--- config.mk ---
export PLATFORM = sky130hd
export DESIGN_NAME = ex_stage
export DESIGN_NICKNAME = d
export VERILOG_FILES = /design/src/rtl/ex_stage.sv
export SDC_FILE = /design/constraint.sdc
export NUM_CORES = 1
export LEC_CHECK = 0
export CORE_MARGIN = 2
export CORE_UTILIZATION = 29
export CTS_BUF_LIST = sky130_fd_sc_hd__clkbuf_4 sky130_fd_sc_hd__clkbuf_8 sky130_fd_sc_hd__clkbuf_16
export CTS_CLUSTER_SIZE = 8
export DETAILED_ROUTE_END_ITERATION = 12
export PLACE_DENSITY = 0.51
export SLEW_MARGIN = 20
export SYNTH_ARGS = -nofsm -noshare
export SYNTH_HDL_FRONTEND = slang
export SYNTH_SLANG_ARGS = --single-unit
--- constraint.sdc ---
create_clock -name clk -period 12.8 [get_ports clk]
set_input_delay 2.56 -clock clk [delete_from_list [all_inputs] [get_ports clk]]
set_output_delay 2.56 -clock clk [all_outputs]
set_load 0.01 [all_outputs]
--- src/rtl/ex_stage.sv ---
// ---------------------------------------------------------------------------
// ex_stage -- execute stage of the 5-stage MIPS pipeline.
//
// Holds the ID/EX pipeline register, evaluates the ALU, issues the data-SRAM
// request, feeds the forwarding bus and load-use flag back to decode, and
// (optionally) runs an iterative restoring divider with HI/LO registers.
//
// Optional feature macro: EX_DIV_EN
//   defined   : div/divu, HI/LO, mfhi/mflo and stallreq_for_ex are built.
//   undefined : div/divu are NOPs, mfhi/mflo return 0, stallreq_for_ex = 0,
//               and no divider or HI/LO state exists.
//
// Ports:
//   clk              clock
//   rst              synchronous, active-high reset
//   stall[5:0]       pipeline stall vector (1 = stop); [2] is this register,
//                    [3] is the downstream (EX/MEM) stage
//   id_to_ex_bus     decode bus {mem_op, pc, inst, alu_op, sel_src1,
//                    sel_src2, ram_en, ram_wen, rf_we, rf_waddr, sel_rf_res,
//                    rdata1, rdata2}
//   ex_to_mem_bus    {mem_op, pc, ram_en, ram_wen, sel_rf_res, rf_we,
//                    rf_waddr, ex_result}
//   ex_to_rf_bus     {rf_we, rf_waddr, ex_result} forwarding to decode
//   ex_ram_read      a load is sitting in EX (load-use detection)
//   stallreq_for_ex  divider busy request to the stall controller
//   data_sram_*      combinational data-SRAM request
// ---------------------------------------------------------------------------
module ex_stage #(
    parameter int ID_TO_EX_WD  = 164,
    parameter int EX_TO_MEM_WD = 81,
    parameter int DIV_CYCLES   = 32
) (
    input  logic                    clk,
    input  logic                    rst,
    input  logic [5:0]              stall,
    input  logic [ID_TO_EX_WD-1:0]  id_to_ex_bus,
    output logic [EX_TO_MEM_WD-1:0] ex_to_mem_bus,
    output logic [37:0]             ex_to_rf_bus,
    output logic                    ex_ram_read,
    output logic                    stallreq_for_ex,
    output logic                    data_sram_en,
    output logic [3:0]              data_sram_wen,
    output logic [31:0]             data_sram_addr,
    output logic [31:0]             data_sram_wdata
);

    // ------------------------------------------------------------------
    // ID/EX pipeline register
    // ------------------------------------------------------------------
    logic [ID_TO_EX_WD-1:0] id_ex_q;
    logic                   id_ex_load;   // register takes a new value (instruction or bubble)

    assign id_ex_load = ~stall[2] | ~stall[3];

    always_ff @(posedge clk) begin
        if (rst) begin
            id_ex_q <= '0;
        end else if (stall[2] && !stall[3]) begin
            id_ex_q <= '0;                 // bubble: rf_we=0, ram_en=0
        end else if (!stall[2]) begin
            id_ex_q <= id_to_ex_bus;
        end
    end

    logic [4:0]  mem_op;
    logic [31:0] pc;
    logic [31:0] inst;
    logic [11:0] alu_op;
    logic [2:0]  sel_src1;
    logic [3:0]  sel_src2;
    logic        ram_en;
    logic [3:0]  ram_wen;
    logic        rf_we;
    logic [4:0]  rf_waddr;
    logic        sel_rf_res;
    logic [31:0] rdata1;
    logic [31:0] rdata2;

    assign {mem_op, pc, inst, alu_op, sel_src1, sel_src2, ram_en, ram_wen,
            rf_we, rf_waddr, sel_rf_res, rdata1, rdata2} = id_ex_q;

    // ------------------------------------------------------------------
    // Instruction classification for the HI/LO path
    // ------------------------------------------------------------------
    logic [5:0] opcode;
    logic [5:0] func;
    logic       is_special;
    logic       is_mfhi;
    logic       is_mflo;

    assign opcode     = inst[31:26];
    assign func       = inst[5:0];
    assign is_special = (opcode == 6'h00);
    assign is_mfhi    = is_special && (func == 6'h10);
    assign is_mflo    = is_special && (func == 6'h12);

    // rs/rt/rd fields are consumed by decode; only imm/shamt/op/func matter here.
    logic unused_inst;
    assign unused_inst = ^inst[25:16];

    // ------------------------------------------------------------------
    // Operand selection (one-hot)
    // ------------------------------------------------------------------
    logic [31:0] imm_sext;
    logic [31:0] imm_zext;
    logic [31:0] shamt_zext;
    logic [31:0] src1;
    logic [31:0] src2;

    assign imm_sext   = {{16{inst[15]}}, inst[15:0]};
    assign imm_zext   = {16'h0000, inst[15:0]};
    assign shamt_zext = {27'd0, inst[10:6]};

    assign src1 = ({32{sel_src1[0]}} & rdata1)
                | ({32{sel_src1[1]}} & pc)
                | ({32{sel_src1[2]}} & shamt_zext);

    assign src2 = ({32{sel_src2[0]}} & rdata2)
                | ({32{sel_src2[1]}} & imm_sext)
                | ({32{sel_src2[2]}} & 32'd8)
                | ({32{sel_src2[3]}} & imm_zext);

    // ------------------------------------------------------------------
    // ALU; alu_op[11:0] = {add, sub, slt, sltu, and, nor, or, xor,
    //                      sll, srl, sra, lui}
    // ------------------------------------------------------------------
    logic [31:0] add_res;
    logic [31:0] sub_res;
    logic [31:0] slt_res;
    logic [31:0] sltu_res;
    logic [31:0] and_res;
    logic [31:0] nor_res;
    logic [31:0] or_res;
    logic [31:0] xor_res;
    logic [31:0] sll_res;
    logic [31:0] srl_res;
    logic [31:0] sra_res;
    logic [31:0] lui_res;
    logic [31:0] alu_res;
    logic [4:0]  sa;

    assign sa       = src1[4:0];
    assign add_res  = src1 + src2;
    assign sub_res  = src1 - src2;
    assign slt_res  = {31'd0, ($signed(src1) < $signed(src2))};
    assign sltu_res = {31'd0, (src1 < src2)};
    assign and_res  = src1 & src2;
    assign nor_res  = ~(src1 | src2);
    assign or_res   = src1 | src2;
    assign xor_res  = src1 ^ src2;
    assign sll_res  = src2 << sa;
    assign srl_res  = src2 >> sa;
    assign sra_res  = $unsigned($signed(src2) >>> sa);
    assign lui_res  = {src2[15:0], 16'h0000};

    assign alu_res = ({32{alu_op[11]}} & add_res)
                   | ({32{alu_op[10]}} & sub_res)
                   | ({32{alu_op[9]}}  & slt_res)
                   | ({32{alu_op[8]}}  & sltu_res)
                   | ({32{alu_op[7]}}  & and_res)
                   | ({32{alu_op[6]}}  & nor_res)
                   | ({32{alu_op[5]}}  & or_res)
                   | ({32{alu_op[4]}}  & xor_res)
                   | ({32{alu_op[3]}}  & sll_res)
                   | ({32{alu_op[2]}}  & srl_res)
                   | ({32{alu_op[1]}}  & sra_res)
                   | ({32{alu_op[0]}}  & lui_res);

    // HI/LO values seen by mfhi/mflo
    logic [31:0] hi_val;
    logic [31:0] lo_val;

`ifdef EX_DIV_EN
    // ------------------------------------------------------------------
    // Iterative restoring divider: IDLE -> RUN (DIV_CYCLES steps) -> DONE
    // ------------------------------------------------------------------
    localparam logic [1:0] DIV_IDLE = 2'd0;
    localparam logic [1:0] DIV_RUN  = 2'd1;
    localparam logic [1:0] DIV_DONE = 2'd2;
    localparam logic [5:0] DIV_LAST = 6'(DIV_CYCLES - 1);

    logic [1:0]  div_state;
    logic [5:0]  div_cnt;
    logic [31:0] div_quo;      // shifts the dividend out, quotient bits in
    logic [31:0] div_rem;
    logic [31:0] div_dsor;
    logic        div_neg_q;
    logic        div_neg_r;
    logic        div_by_zero;
    logic        div_done;     // current div already finished; blocks a restart while held
    logic [31:0] hi_q;
    logic [31:0] lo_q;

    logic        is_div;
    logic        div_signed;
    logic        div_start;
    logic [31:0] abs_dend;
    logic [31:0] abs_dsor;
    logic [32:0] div_shift;
    logic [33:0] div_trial;
    logic [31:0] hi_new;
    logic [31:0] lo_new;

    assign is_div     = is_special && ((func == 6'h1A) || (func == 6'h1B));
    assign div_signed = ~func[0];
    assign div_start  = (div_state == DIV_IDLE) && is_div && !div_done;

    assign stallreq_for_ex = div_start || (div_state == DIV_RUN);

    assign abs_dend = (div_signed && rdata1[31]) ? (~rdata1 + 32'd1) : rdata1;
    assign abs_dsor = (div_signed && rdata2[31]) ? (~rdata2 + 32'd1) : rdata2;

    // One restoring step: shift in the next dividend bit, try a subtract.
    assign div_shift = {div_rem, div_quo[31]};
    assign div_trial = {1'b0, div_shift} - {2'b00, div_dsor};

    // A zero divisor leaves remainder = |dividend| after the loop, so the
    // regular sign fix-up already yields HI = dividend; only LO is forced.
    always_comb begin
        lo_new = div_neg_q ? (~div_quo + 32'd1) : div_quo;
        hi_new = div_neg_r ? (~div_rem + 32'd1) : div_rem;
        if (div_by_zero) begin
            lo_new = '1;
        end
    end

    always_ff @(posedge clk) begin
        if (rst) begin
            div_state   <= DIV_IDLE;
            div_cnt     <= '0;
            div_quo     <= '0;
            div_rem     <= '0;
            div_dsor    <= '0;
            div_neg_q   <= 1'b0;
            div_neg_r   <= 1'b0;
            div_by_zero <= 1'b0;
            div_done    <= 1'b0;
            hi_q        <= '0;
            lo_q        <= '0;
        end else begin
            case (div_state)
                DIV_IDLE: begin
                    if (div_start) begin
                        div_state   <= DIV_RUN;
                        div_cnt     <= '0;
                        div_quo     <= abs_dend;
                        div_rem     <= '0;
                        div_dsor    <= abs_dsor;
                        div_neg_q   <= div_signed && (rdata1[31] ^ rdata2[31]);
                        div_neg_r   <= div_signed && rdata1[31];
                        div_by_zero <= (rdata2 == 32'd0);
                    end
                end
                DIV_RUN: begin
                    div_quo <= {div_quo[30:0], ~div_trial[33]};
                    div_rem <= div_trial[33] ? div_shift[31:0] : div_trial[31:0];
                    div_cnt <= div_cnt + 6'd1;
                    if (div_cnt == DIV_LAST) begin
                        div_state <= DIV_DONE;
                    end
                end
                DIV_DONE: begin
                    hi_q      <= hi_new;
                    lo_q      <= lo_new;
                    div_state <= DIV_IDLE;
                end
                default: div_state <= DIV_IDLE;
            endcase

            if (id_ex_load) begin
                div_done <= 1'b0;
            end else if (div_state == DIV_DONE) begin
                div_done <= 1'b1;
            end
        end
    end

    // Forward a HI/LO write that completes this cycle.
    assign hi_val = (div_state == DIV_DONE) ? hi_new : hi_q;
    assign lo_val = (div_state == DIV_DONE) ? lo_new : lo_q;
`else
    localparam int UNUSED_DIV_CYCLES = DIV_CYCLES;

    assign stallreq_for_ex = 1'b0;
    assign hi_val          = '0;
    assign lo_val          = '0;
`endif

    // ------------------------------------------------------------------
    // Result selection and outputs
    // ------------------------------------------------------------------
    logic [31:0] ex_result;

    always_comb begin
        ex_result = alu_res;
        if (is_mfhi) begin
            ex_result = hi_val;
        end else if (is_mflo) begin
            ex_result = lo_val;
        end
    end

    assign ex_to_mem_bus = {mem_op, pc, ram_en, ram_wen, sel_rf_res,
                            rf_we, rf_waddr, ex_result};
    assign ex_to_rf_bus  = {rf_we, rf_waddr, ex_result};
    assign ex_ram_read   = ram_en & ~ram_wen[0];

    assign data_sram_en    = ram_en;
    assign data_sram_wen   = ram_wen[0] ? 4'hF : 4'h0;
    assign data_sram_addr  = ex_result;
    assign data_sram_wdata = rdata2;

endmodule
# After elaboration in Yosys (flattened, before gate mapping)
# Cells that the tools add are included.
# totals
ff_bits	164
in_bits	172
out_inout_bits	190
# classes
add_sub_neg	2
magnitude_cmp	2
n_eq_ne	2
n_shift	3
mux	3
n_bitwise	40
n_reduce_logical	6
# op_table
cell	count
32-bit OR	16
32-bit bitwise AND	15
32-bit by 1-bit bitwise AND with 32-bit output	2
32-bit < comparator	2
32-bit two-way mux	2
32-bit adder	1
32-bit by 16-bit bitwise AND with 32-bit output	1
32-bit by 5-bit bitwise AND with 32-bit output	1
32-bit inverter	1
32-bit by 4-bit OR with 32-bit output	1
32-bit by 5-bit << shifter with 32-bit output	1
32-bit by 5-bit right shift with 32-bit output	1
32-bit by 5-bit >>> shifter with 32-bit output	1
32-bit subtractor	1
32-bit XOR	1
6-bit by 5-bit == test with 1-bit output, second input constant	2
6-bit zero test	1
4-bit two-way mux	1
1-bit logical AND	3
2-bit OR reduction	1
1-bit bitwise AND	1
1-bit zero test	1
1-bit inverter	1

# Longest topological paths before layout
# logic_depth
word_depth	19
ltp_mapped	20
depth_no_buf	13

# Least setup slack after synthesis
# No wires, ideal clock.
# synth_path
path_kind	reg2out
from	register id_ex_q[80]
to	output port ex_to_mem_bus[31]
t_arrival_ps	4645
t_required_ps	10240
path_slack_ps	5595
path_stages_with_launch	20
path_buffers	7
cell_sequence	dfxtp_1 -> buf_2 -> clkbuf_1 -> a222oi_1 -> clkbuf_1 -> inv_1 -> clkbuf_1 -> clkbuf_1 -> buf_1 -> ha_1 -> o21a_1 -> a211o_1 -> a211oi_1 -> nor3_1 -> o21ai_0 -> nor2_1 -> o2bb2ai_1 -> mux2_2 -> a31oi_1 -> buf_4
# synth_between
elab_chain_len	18
# synth_rtl
item	line	rtl
start, declared	50	logic [ID_TO_EX_WD-1:0] id_ex_q;
start signal, assigned	61	id_ex_q <= id_to_ex_bus;
32-bit bitwise AND (*)	114	assign src1 = ({32{sel_src1[0]}} & rdata1)
32-bit OR (*)	115	| ({32{sel_src1[1]}} & pc)
32-bit OR (*)	116	| ({32{sel_src1[2]}} & shamt_zext);
32-bit adder or 32-bit subtractor (tied branches)	143, 144	
32-bit bitwise AND (on tied branches)	156, 157	
32-bit OR	157	| ({32{alu_op[10]}} & sub_res)
32-bit OR	158	| ({32{alu_op[9]}} & slt_res)
32-bit OR	159	| ({32{alu_op[8]}} & sltu_res)
[... 2 more ...]	--	
32-bit OR	162	| ({32{alu_op[5]}} & or_res)
32-bit OR	163	| ({32{alu_op[4]}} & xor_res)
32-bit OR	164	| ({32{alu_op[3]}} & sll_res)
32-bit OR	165	| ({32{alu_op[2]}} & srl_res)
32-bit OR (*)	166	| ({32{alu_op[1]}} & sra_res)
32-bit OR (*)	167	| ({32{alu_op[0]}} & lui_res);
32-bit two-way mux (*)	298	end else if (is_mflo) begin
32-bit two-way mux (*)	296	if (is_mfhi) begin
end, declared	37	output logic [EX_TO_MEM_WD-1:0] ex_to_mem_bus,
# Every way passes the cells marked *; elsewhere a longest branch is shown, timed or not.

# Worst setup path in the final report
# layout_path
from	register id_ex_q[77]
to	output port ex_to_rf_bus[26]
# layout_between
elab_chain_len	19
# layout_rtl
item	line	rtl
32-bit bitwise AND (*)	119	| ({32{sel_src2[1]}} & imm_sext)
32-bit OR (*)	119	
32-bit by 4-bit OR with 32-bit output (*)	120	| ({32{sel_src2[2]}} & 32'd8)
32-bit OR (*)	121	| ({32{sel_src2[3]}} & imm_zext);
32-bit adder or 32-bit subtractor (tied branches)	143, 144	
32-bit bitwise AND (on tied branches)	156, 157	
32-bit OR	157	
32-bit OR	158	
[... 3 more ...]	--	
32-bit OR	162	
32-bit OR	163	
32-bit OR	164	
32-bit OR	165	
32-bit OR	166	
32-bit OR (*)	167	
32-bit two-way mux (*)	298	
32-bit two-way mux (*)	296	
end, declared	38	output logic [37:0] ex_to_rf_bus,
# Marks and branches as above.

==> flow_metrics.env <==
export IMPL_status="finished, final reports clean"
export IMPL_endpoint_kind="output port"
export IMPL_via_per_inst=5.57
export IMPL_grt_setup_unrepaired="no"
export IMPL_worstPathRequired_ps=10240
export IMPL_setup_viol=0
export IMPL_cts_made_buffers=17
export IMPL_dieArea_mm2=0.0583
export IMPL_async_reset_ff_share_pct=0
export IMPL_cts_tree="yes"
export IMPL_worstSkewPairLatency_ps=450
export IMPL_finish_utilization_pct=35.3
export IMPL_start_kind="register"
export IMPL_largest_register="id_ex_q"
export IMPL_cp_arrival_ps=6630
export IMPL_grt_pass1_wl_mm=106
export IMPL_avgSynthCellArea_um2=7.54
export IMPL_grt_total_usage_pct=23.9
export IMPL_period_share_pct=71.8
export IMPL_cts_path_max_buffers=2
export IMPL_syn_cell_area_mm2=0.0164
export IMPL_htreeDepth=4
export IMPL_drt_iter0_drc=1473
export IMPL_max_vdd_ir_drop_v=0.0000950
export IMPL_postCtsSetupBuffers=0
export IMPL_dpl_cell_area_mm2=0.0192
export IMPL_largest_register_ffs=154
export IMPL_finalHoldViolations=0
export IMPL_fin_cells=3014
export IMPL_relSlewSlack_pct=23.1
export IMPL_nNetsFinal=2512
export IMPL_p_leak_nw=8.11
export IMPL_synth_seq_cells=154
export IMPL_grt_max_degree=100
export IMPL_hp_class="reg -> reg"
export IMPL_drcViolationCount=0
export IMPL_synth_seq_area_share_pct=18.8
export IMPL_p_per_area_mw_per_mm2=84.5
export IMPL_timing_setup_tns_ps=0
export IMPL_worst_slew_pin_slew_ps=1140
export IMPL_gp_congestion=0.997
export IMPL_fin_area_mm2=0.0198
export IMPL_reg_largest_list="id_ex_q: 154 flops"
export IMPL_drv_slew=0
export IMPL_fp_dieH_um=242
export IMPL_dp_hpwl_mm=56.1
export IMPL_cts_repair_resized=0
export IMPL_place_port_buffers=346
export IMPL_post_drt_wl_per_cell_um=24.0
export IMPL_n_antenna_cell=0
export IMPL_crit_fanout=19
export IMPL_drtPass1Iterations=6
export IMPL_wirelength_mm=72.3
export IMPL_pin_count=362
export IMPL_dp_cells=2982
export IMPL_first_global_vias=16200
export IMPL_dp_slack_ps=4180
export IMPL_clock_sinks=154
export IMPL_die_width_um=242
export IMPL_synth_nets=2437
export IMPL_core_area_mm2=0.0561
export IMPL_ant_nets=0
export IMPL_synth_edf_count=0
export IMPL_drive_gt1_share_pct=5.71
export IMPL_synth_ff_type="dfxtp_1"
export IMPL_whs_ps=493
export IMPL_critical_path_class="reg -> out"
export IMPL_antenna_found_initial=1
export IMPL_max_freq_mhz=109
export IMPL_fin_ws_ps=3610
export IMPL_vias=16800
export IMPL_finalPower_mw=1.67
export IMPL_clkTransAtPathRegs_ps=70
export IMPL_yosys_warnings=0
export IMPL_maxCapViolations=0
export IMPL_min_period_ps=9190
export IMPL_initial_core_util_pct=29.2
export IMPL_root_buffer="clkbuf_16"
export IMPL_grt_ovfl_total=0
export IMPL_synth_cell_type_count=85
export IMPL_synth_cells=2170
export IMPL_finClkSkew_ps=0
export IMPL_hold_buffers=0
export IMPL_syn2layout_area_growth_pct=20.9
export IMPL_rows=87
[cell usage after synthesis, drive strengths merged (27+ instances only)]
| cell | n | area share (%) |
|---|---|---|
| o21ai | 109 | 3.4 |
| a22o | 53 | 2.8 |
| nand3 | 38 | 1.2 |
| inv | 101 | 2.3 |
| xnor2 | 33 | 1.8 |
| nor2 | 277 | 6.4 |
| a221oi | 29 | 1.6 |
| ha | 93 | 7.1 |
| a31oi | 27 | 1.0 |
| o211ai | 32 | 1.5 |
| a211oi | 28 | 1.3 |
| mux2 | 30 | 2.1 |
| mux2i | 262 | 16 |
| dfxtp | 154 | 19 |
| a22oi | 27 | 1.2 |
| a21oi | 127 | 3.9 |
| nand2 | 156 | 3.6 |
| buf | 206 | 8.6 |
| nor3 | 27 | 0.83 |
| clkbuf | 117 | 2.7 |
[kinds of logic (layout without fill, tap and decap cells)]
group           after synthesis  after routing  synth area share [%]
mux                         292            292                  18.1
flops                       154            154                  18.8
buf+inv                     424            512                  13.6
compound gates              587            587                  24.8
xor+xnor                     40             40                  2.14
fa+ha+maj                    95             95                  7.36
other cells                   1              1                0.0229
simple gates                577            577                  15.1
[cell type report]
class | instances | area (um2)
multi-input combinational | 1592 | 11100
clock inverter | 15 | 164
tap | 756 | 946
sequential | 154 | 3090
inverter | 101 | 379
clock buffer | 17 | 425
timing repair buffer | 379 | 3720
fill | 6011 | 36300
[report_power, final]
group	switching (mW)	leakage, nW	total (mW)	internal [mW]
registers	0.0238	1.27	0.527	0.504
clock network	0.248	0.283	0.510	0.262
logic	0.345	6.56	0.633	0.289
[placed cells by master (no fill, tap or decap), drive strengths merged, types with 29 or more instances in the layout]
master	count
nand3	38
clkdlybuf4s50	345
a21oi	127
xnor2	33
inv	111
mux2i	262
buf	34
nor2	277
mux2	30
nand2	156
ha	93
o21ai	109
a22o	53
a221oi	29
dfxtp	154
o211ai	32
[path summary, 6_finish.rpt]
path,from,end,slack [ps],cells past startpoint
setup / recovery,id_ex_q[77],ex_to_rf_bus[26],3610,14
hold / removal,id_ex_q[88],id_ex_q[88],490,2
setup reg to reg,id_ex_q[83],id_ex_q[83],11530,2
hold reg to reg,id_ex_q[88],id_ex_q[88],490,2
[routing by layer]
metal	vias to the layer above	track usage, %	wire [um]
met5	-	0	13
li1	7761	-	-
met4	2	11.8	3780
met1	8113	30.3	30300
met2	777	38.0	32400
met3	146	5.73	5830
[critical path, cell delays in order, from the launching register on]
cell and delay [ps]:
dfxtp_1 780, or2_1 630, a22o_1 530, inv_1 160
ha_1 270, o21bai_1 210, a221o_1 310, o21ba_2 250
o31ai_1 620, o211ai_1 430, a31oi_1 630, xnor2_1 190
nand2_1 80, a41oi_1 450, clkdlybuf4s50_1 630
Note: power is estimated with default switching activity, not from simulation.
